File: src/rtl/derr_pkg.sv
// Shared definitions for the chroma error-diffusion load/store paths:
// byte-lane layout of the packed error word and the loader FSM encoding.
package derr_pkg;

   localparam int DERR_W  = 32;
   localparam int DERR_U0 = 0;
   localparam int DERR_U1 = 1;
   localparam int DERR_V0 = 2;
   localparam int DERR_V1 = 3;

   typedef enum logic [1:0] {
      ST_IDLE = 2'd0,
      ST_RD   = 2'd1,
      ST_WAIT = 2'd2,
      ST_OUT  = 2'd3
   } derr_state_e;

endpackage

File: src/rtl/load_diffusion_errors.sv
// Loads the top (RAM) and left (running) diffusion errors for one macroblock,
// zeroes them at picture edges and reports them with a fixed-latency done pulse.
module load_diffusion_errors
   import derr_pkg::*;
#(
   parameter int RD_LAT = 1,
   parameter int AW     = 10
) (
   input  logic              clk,
   input  logic              rst_n,
   input  logic              start,
   input  logic [AW-1:0]     x,
   input  logic [9:0]        y,
   input  logic [DERR_W-1:0] left_derr,
   input  logic [DERR_W-1:0] top_derr_rd,
   output logic              top_derr_en,
   output logic [AW-1:0]     top_derr_addr,
   output logic [DERR_W-1:0] derr_top,
   output logic [DERR_W-1:0] derr_left,
   output logic              busy,
   output logic              done
);

   // Handshake: start is a one-cycle request honoured only while idle (busy low);
   // done is a one-cycle pulse, and derr_* stay stable until the next done.

   localparam logic [1:0] WAIT_INIT = 2'(RD_LAT - 1);

   derr_state_e       state_q, state_d;
   logic [1:0]        cnt_q, cnt_d;
   logic [AW-1:0]     x_q, x_d;
   logic [9:0]        y_q, y_d;
   logic [DERR_W-1:0] left_q, left_d;
   logic              en_q, en_d;
   logic [AW-1:0]     addr_q, addr_d;
   logic [DERR_W-1:0] top_out_q, top_out_d;
   logic [DERR_W-1:0] left_out_q, left_out_d;
   logic              done_q, done_d;

   always_ff @(posedge clk or negedge rst_n) begin
      if (!rst_n) begin
         state_q    <= ST_IDLE;
         cnt_q      <= '0;
         x_q        <= '0;
         y_q        <= '0;
         left_q     <= '0;
         en_q       <= 1'b0;
         addr_q     <= '0;
         top_out_q  <= '0;
         left_out_q <= '0;
         done_q     <= 1'b0;
      end else begin
         state_q    <= state_d;
         cnt_q      <= cnt_d;
         x_q        <= x_d;
         y_q        <= y_d;
         left_q     <= left_d;
         en_q       <= en_d;
         addr_q     <= addr_d;
         top_out_q  <= top_out_d;
         left_out_q <= left_out_d;
         done_q     <= done_d;
      end
   end

   always_comb begin
      state_d    = state_q;
      cnt_d      = cnt_q;
      x_d        = x_q;
      y_d        = y_q;
      left_d     = left_q;
      en_d       = 1'b0;
      addr_d     = addr_q;
      top_out_d  = top_out_q;
      left_out_d = left_out_q;
      done_d     = 1'b0;
      case (state_q)
         ST_IDLE: begin
            if (start) begin
               x_d     = x;
               y_d     = y;
               left_d  = left_derr;
               // Row 0 has no top neighbour, so the RAM is left untouched.
               en_d    = (y != '0);
               if (y != '0) addr_d = x;
               state_d = ST_RD;
            end
         end
         ST_RD: begin
            cnt_d   = WAIT_INIT;
            state_d = ST_WAIT;
         end
         ST_WAIT: begin
            if (cnt_q == '0) begin
               top_out_d  = (y_q != '0) ? top_derr_rd : '0;
               left_out_d = (x_q != '0) ? left_q : '0;
               done_d     = 1'b1;
               state_d    = ST_OUT;
            end else begin
               cnt_d = cnt_q - 2'd1;
            end
         end
         ST_OUT: begin
            state_d = ST_IDLE;
         end
         default: begin
            state_d = ST_IDLE;
         end
      endcase
   end

   assign top_derr_en   = en_q;
   assign top_derr_addr = addr_q;
   assign derr_top      = top_out_q;
   assign derr_left     = left_out_q;
   assign busy          = (state_q != ST_IDLE);
   assign done          = done_q;

endmodule
File: config.mk
export PLATFORM = sky130hd
export DESIGN_NAME = load_diffusion_errors
export DESIGN_NICKNAME = d
export VERILOG_FILES = /design/src/rtl/derr_pkg.sv /design/src/rtl/load_diffusion_errors.sv
export SDC_FILE = /design/constraint.sdc
export NUM_CORES = 1
export LEC_CHECK = 0
export ABC_AREA = 1
export CAP_MARGIN = 20
export CORE_UTILIZATION = 50
export DETAILED_ROUTE_END_ITERATION = 7
export HOLD_SLACK_MARGIN = 0.03
export MAX_ROUTING_LAYER = met4
export PLACE_DENSITY = 0.88
export RECOVER_POWER = 25
export SYNTH_ARGS = -nofsm -noshare
export SYNTH_HDL_FRONTEND = slang
export SYNTH_SLANG_ARGS = --single-unit
export TNS_END_PERCENT = 10
File: constraint.sdc
create_clock -name clk -period 2.3 [get_ports clk]
set_input_delay 0.23 -clock clk [delete_from_list [all_inputs] [get_ports clk]]
set_output_delay 0.23 -clock clk [all_outputs]
set_load 0.05 [all_outputs]
==> flow_metrics.tcl, run 1 <==
set metrics [dict create \
    cell_taking_the_most_area_after_synthesis "sky130_fd_sc_hd__dfrtp_1" \
    design.final.nets 852 \
    htree_num_levels 4 \
    synth_simple_gate_area_share 0.252 \
    pwr_density_cell_nw_per_um2 1600 \
    worst-endpoint-arrival_ps 1790 \
    largest_stage_delay_worst_path_ps 530 \
    regToRegEndpoint "derr_left[9]" \
    cpLargestDelayFamily "buffers and inverters" \
    post_route_cells_drive_above_1_share 0.0571 \
    hold_violation_total_from_the_final_report 0 \
    die_area_um2 11000 \
    static-leakage-power_nw 3.61 \
    drt_first_pass_iters 5 \
    path_max_fanout 4 \
    area_growth_syn_to_layout_pct 42.8 \
    grt_antenna_before_repair 0 \
    hold_path_startpoint "left_derr[31]" \
    failed_checks "capacitance limit, slew limit" \
    place_hpwl_mm 8.83 \
    routabilityCongestion 0.841 \
    yosys_warning_count 0 \
    multi_input_area_um2 1750 \
    critPathLaunchType "register" \
    critical-path-top-cell-by-count "sky130_fd_sc_hd__inv_1" \
    final_common_cell "sky130_fd_sc_hd__nand2_1" \
    cts_setup_buffers 0 \
    routed_via_density 4.98 \
    initialDrtViolationCount 298 \
    clkLatencyLatePin_ps 510 \
    grt_start_max_net_pins 71 \
    synth.area.mux_share 0 \
    post-route-worst-setup-slack_ps 281 \
    cts_num_sinks 132 \
    skew_ps 5.74 \
    compound_gate_portion_of_the_synthesized_area 0.0672 \
    ant_nets 0 \
    vdd_drop_max_mv 0.829 \
    worstSetupPathType "reg2out" \
    tritoncts "built" \
    synthAdderAreaFrac 0.0119 \
    path_class_of_the_lowest_slack_min_delay_path "in2reg" \
    max-cap-violations 1 \
    slew_headroom -0.161 \
    status "complete, but fails checks" \
    grt_overflow_total 0 \
    worst-endpoint-required_ps 2070 \
    syn-mean-instance-area_um2 8.82 \
    placement_rows 37 \
    num-fill-cells 758 \
    pin_slew_with_the_least_headroom_to_its_limit_ps 1740 \
    wire_per_inst_um 14.3 \
    r2r-start "state_q[0]" \
    die-width_um 105 \
    cts-root-to-sink-buffers 2 \
    critical_path.n_buffers_inverters 3 \
    syn-num-nets 690 \
    worstHoldEndpoint "left_q[31]" \
    grt_first_pass_wirelength_mm 21.6 \
    post-route-drc-count 0 \
    netlist.area_leader.share 0.626 \
    synth.top_cells.by_area "sky130_fd_sc_hd__dfrtp_1, sky130_fd_sc_hd__nand2_1, sky130_fd_sc_hd__o21ai_1" \
    unrepaired_setup_endpoints_after_global_routing "false" \
    clk_pin_slew_ps 60 \
    fp.coreArea_um2 10300 \
    via_count_of_the_first_global_routing_pass 4543 \
    synth_sequential_area_ratio 0.626 \
    fin_crit_ps 2020 \
    ff_latch_area_um2 3300 \
    cp_slowest_cell "sky130_fd_sc_hd__dlygate4sd2_1" \
    post_synth_xor_area_fraction 0 \
    largest_family_of_logic_cells_by_synthesized_area "simple AND/OR/NAND/NOR gates" \
    ioPinCount 164 \
    start_util 0.513 \
    r2r_cells 7 \
    worst_setup_path_end_kind "output pin" \
    cts_buffers 17 \
    ant_diodes 0 \
    vias 4514 \
    dp_worst_setup_slack_ps 489 \
    place.port_buffers 163 \
    worst-r2r-setup-slack_ps 460 \
    report.final.setup_viol 0 \
    critical_path.cell_chain "inv_1, ha_1, inv_1, dlygate4sd2_1" \
    fp.dieH_um 105 \
    postSynthRegisterBits 132 \
    final.setup.tns_ps 0 \
    track_usage 0.259 \
    report.final.slew_viol_count 70 \
    postRouteWirelength_mm 12.9 \
    fin_crit_sh 0.878 \
    mappedNetlistArea_um2 5270 \
    post_synth_inst_count 598 \
    worstHoldPathCells 3 \
    ys_types 18 \
    clock-root-buffer "sky130_fd_sc_hd__clkbuf_8" \
    most-common-layout-cells "sky130_fd_sc_hd__nand2_1, sky130_fd_sc_hd__clkdlybuf4s50_1, sky130_fd_sc_hd__dfrtp_1, sky130_fd_sc_hd__o21ai_1, sky130_fd_sc_hd__o21ai_0" \
    maximum_clock_frequency_mhz 495 \
]
==> sequential cells by signal, summed over array words and instances, names as in the netlist <==
name,cells
top_derr_addr,10
y_q,10
x_q,10
top_derr_en,1
state_q,2
left_q,32
done,1
derr_left,32
cnt_q,2
derr_top,32
==> Yosys cell counts (all sizes together) <==
master,number
nand2,312
dfrtp,132
o21ai,66
buf,24
nor2,21
nand3,14
inv,11
clkbuf,8
ha,5
a21oi,2
nor3,1
o21bai,1
o22ai,1
==> through the flow <==
step                 util  area, um^2  hold slack [ps]  instances  power, mW
floorplan               -        5270            -65.6        598       7.82
CTS                 0.733        7540              224        906       12.2
global route        0.733        7530              239        906       12.8
detailed placement  0.682        7010              281        876       9.75
global placement    0.682        7010              270        876       9.54
finish              0.733        7530              251        906       12.1
==> worst max path at each step <==
stage / from / slack, ps / end / cells past startpoint
after global routing: rst_n / 160 / derr_top[18] / 3
final: state_q[0] / 280 / busy / 4
after global placement: state_q[0] / 560 / busy / 4
after CTS: state_q[0] / 270 / busy / 4
after detailed placement: state_q[0] / 490 / derr_left[9] / 7
after floorplan: state_q[0] / 820 / state_q[0] / 6
==> kinds of logic after synthesis <==
family / Yosys count
AOI/OAI and AO/OA: 70
adders and majority gates: 5
and+or+nand+nor: 348
buffers and inverters: 43
DFF: 132
==> worst reg2reg max path, stage by stage, from the launching register on <==
cell,delay [ps]
sky130_fd_sc_hd__dfrtp_1,380
sky130_fd_sc_hd__inv_1,120
sky130_fd_sc_hd__ha_1,270
sky130_fd_sc_hd__nand2_2,80
sky130_fd_sc_hd__inv_2,340
sky130_fd_sc_hd__buf_12,280
sky130_fd_sc_hd__nand2_1,110
sky130_fd_sc_hd__o21ai_0,170
==> metal layers <==
metal  GRT usage  wire, um  vias to the layer above
met4      0.0956       252                        0
met3      0.0742       790                       24
met2       0.421      6430                      180
li1            -         -                     2195
met1       0.307      5460                     2115
met5           -         0                        -
==> repair_timing <==
action                                  4_1_cts  5_1_grt
hold endpoints to repair                     68        0
hold buffers                                  1        0
resized for setup                             1        0
endpoints found under the setup margin        1        0
==> area by class of cell <==
| cell class | count | share of cell area |
|---|---|---|
| Inverter | 11 | 0.00548 |
| Clock buffer | 23 | 0.0620 |
| Clock inverter | 6 | 0.00731 |
| Multi-Input combinational cell | 423 | 0.233 |
| Sequential cell | 132 | 0.439 |
| Timing Repair Buffer | 175 | 0.231 |
| Tap cell | 136 | 0.0226 |
==> power by group <==
part           internal (mW)  switching [mW]  leakage, nW  total, mW
logic                   1.88            3.89         1.69       5.77
registers               3.38           0.573         1.66       3.95
clock network           1.49           0.873        0.263       2.36
Power figures use the tool's default switching activity.
==> run 2: changes to the inputs <==
--- a/config.mk
+++ b/config.mk
@@ -7,11 +7,12 @@
 export LEC_CHECK = 0
 export ABC_AREA = 1
 export CAP_MARGIN = 20
-export CORE_UTILIZATION = 50
+export CORE_UTILIZATION = 52
+export CTS_BUF_LIST = sky130_fd_sc_hd__clkbuf_4
 export DETAILED_ROUTE_END_ITERATION = 7
 export HOLD_SLACK_MARGIN = 0.03
 export MAX_ROUTING_LAYER = met4
-export PLACE_DENSITY = 0.88
+export PLACE_DENSITY = 0.91
 export RECOVER_POWER = 25
 export SYNTH_ARGS = -nofsm -noshare
 export SYNTH_HDL_FRONTEND = slang
==> flow_metrics.tcl, run 2 (same netlist as run 1, synthesis figures left out) <==
set metrics [dict create \
    design.final.nets 852 \
    cts_buffers 17 \
    total_power_mw 11.4 \
    share_clk_of_total_power 0.149 \
    worst-endpoint-arrival_ps 1770 \
    tritoncts "built" \
    path_class_of_the_lowest_slack_min_delay_path "in2reg" \
    via_count_of_the_first_global_routing_pass 4413 \
    drt_first_pass_iters 4 \
    postRouteWirelength_mm 12.7 \
    most-common-layout-cells "sky130_fd_sc_hd__nand2_1, sky130_fd_sc_hd__clkdlybuf4s50_1, sky130_fd_sc_hd__dfrtp_1, sky130_fd_sc_hd__o21ai_1, sky130_fd_sc_hd__o21ai_0" \
    place.port_buffers 163 \
    initialDrtViolationCount 199 \
    post-route-worst-setup-slack_ps 295 \
    clkLatencyLatePin_ps 510 \
    ioPinCount 164 \
    die_area_um2 10500 \
    ant_nets 0 \
    grt_antenna_before_repair 0 \
    vdd_drop_max_mv 0.804 \
    status "complete, but fails checks" \
    share_seq_of_total_power 0.344 \
    fin_crit_sh 0.872 \
    pwr_density_cell_nw_per_um2 1560 \
    num-fill-cells 724 \
    vias 4527 \
    fp.dieH_um 103 \
    clock-root-buffer "sky130_fd_sc_hd__clkbuf_4" \
    hold_violation_total_from_the_final_report 0 \
    htree_num_levels 4 \
    fp.coreArea_um2 9820 \
    placement_rows 36 \
    routabilityCongestion 0.791 \
    worst_setup_path_end_kind "output pin" \
    int_power_mw 6.14 \
    routed_via_density 5.00 \
    post_route_cells_drive_above_1_share 0.0621 \
    dp_worst_setup_slack_ps 430 \
    post-route-drc-count 0 \
    start_util 0.537 \
    place_hpwl_mm 8.73 \
    static-leakage-power_nw 3.52 \
    max-cap-violations 1 \
    worst-endpoint-required_ps 2070 \
    multi_input_area_um2 1750 \
    report.final.setup_viol 0 \
    die-width_um 103 \
    skew_ps 15.9 \
    clk_pin_slew_ps 100 \
    swShare 0.461 \
    cts-root-to-sink-buffers 2 \
    worstSetupPathType "reg2out" \
    grt_first_pass_wirelength_mm 20.0 \
    grt_overflow_total 0 \
    p_switching_mw 5.25 \
    ant_diodes 0 \
    report.final.slew_viol_count 71 \
    failed_checks "capacitance limit, slew limit" \
    cts_num_sinks 132 \
    power.share.combinational 0.507 \
    final.setup.tns_ps 0 \
    critPathLaunchType "register" \
    fin_crit_ps 2000 \
    slew_headroom -0.161 \
    maximum_clock_frequency_mhz 499 \
    area_growth_syn_to_layout_pct 38.9 \
    ff_latch_area_um2 3300 \
    grt_start_max_net_pins 72 \
    track_usage 0.258 \
    wire_per_inst_um 14.1 \
    path_max_fanout 4 \
    final_common_cell "sky130_fd_sc_hd__nand2_1" \
    pin_slew_with_the_least_headroom_to_its_limit_ps 1740 \
    unrepaired_setup_endpoints_after_global_routing "false" \
]
[run 2: worst max-delay path: stages (launching register included)]
cell	delay (ps)
sky130_fd_sc_hd__dfrtp_1	370
sky130_fd_sc_hd__inv_1	90
sky130_fd_sc_hd__ha_1	210
sky130_fd_sc_hd__inv_1	70
sky130_fd_sc_hd__dlygate4sd2_1	530
[run 2: area by class of cell]
class,count,share of cell area
clock buffer,21,0.0215
tap,133,0.0227
inverter,11,0.00564
sequential,132,0.451
clock inverter,11,0.0217
multi-input combinational,423,0.239
timing repair buffer,175,0.238
[run 2: repair_timing]
item                                    CTS  global route
endpoints found under the setup margin    1             0
setup buffers                             0             0
endpoints found under the hold margin    69             0
hold buffers                              1             0
gates resized for setup                   1             0
[run 2: power groups by stage]
| stage | clock, mW | combinational [mW] | sequential (mW) |
|---|---|---|---|
| finish | 1.70 | 5.78 | 3.92 |
| global route | 1.83 | 6.23 | 4.03 |
| global placement | 0 | 5.62 | 3.91 |
| floorplan | 0 | 1.90 | 5.92 |
| CTS | 1.73 | 5.82 | 3.91 |
| detailed placement | 0 | 5.80 | 3.94 |
[run 2: worst paths after layout]
check	startpoint	endpoint	slack (ps)	cells after the start
worst max-delay path	state_q[1]	busy	300	4
worst min-delay path	left_derr[7]	left_q[7]	260	3
worst max register to register	state_q[0]	derr_top[25]	440	7
worst min register to register	left_q[23]	left_q[23]	490	2
max in group asynchronous	rst_n	left_q[28]	460	3
min in group asynchronous	rst_n	left_q[7]	720	2
[run 2: metrics by stage]
stage	hold WS, ps	cells	instance area (um^2)	utilization
2_1_floorplan	-65.6	598	5270	-
3_3_place_gp	265	873	7000	0.713
3_5_place_dp	279	873	7000	0.713
4_1_cts	225	906	7330	0.746
5_1_grt	231	906	7320	0.746
6_report	257	906	7320	0.746
[run 2: per-layer routing]
layer	global-route usage	part of all wire
met5	-	0
met4	0.0945	0.014
met3	0.0732	0.078
met2	0.432	0.49
met1	0.295	0.42
==> run 3: changes to the inputs <==
--- a/config.mk
+++ b/config.mk
@@ -6,11 +6,10 @@
 export NUM_CORES = 1
 export LEC_CHECK = 0
 export ABC_AREA = 1
-export CAP_MARGIN = 20
 export CORE_UTILIZATION = 52
 export CTS_BUF_LIST = sky130_fd_sc_hd__clkbuf_4
 export DETAILED_ROUTE_END_ITERATION = 7
-export HOLD_SLACK_MARGIN = 0.03
+export HOLD_SLACK_MARGIN = 0.1
 export MAX_ROUTING_LAYER = met4
 export PLACE_DENSITY = 0.91
 export RECOVER_POWER = 25
==> results of run 3 <==
No change in the layout: final DEF, timing and power equal those of run 2.
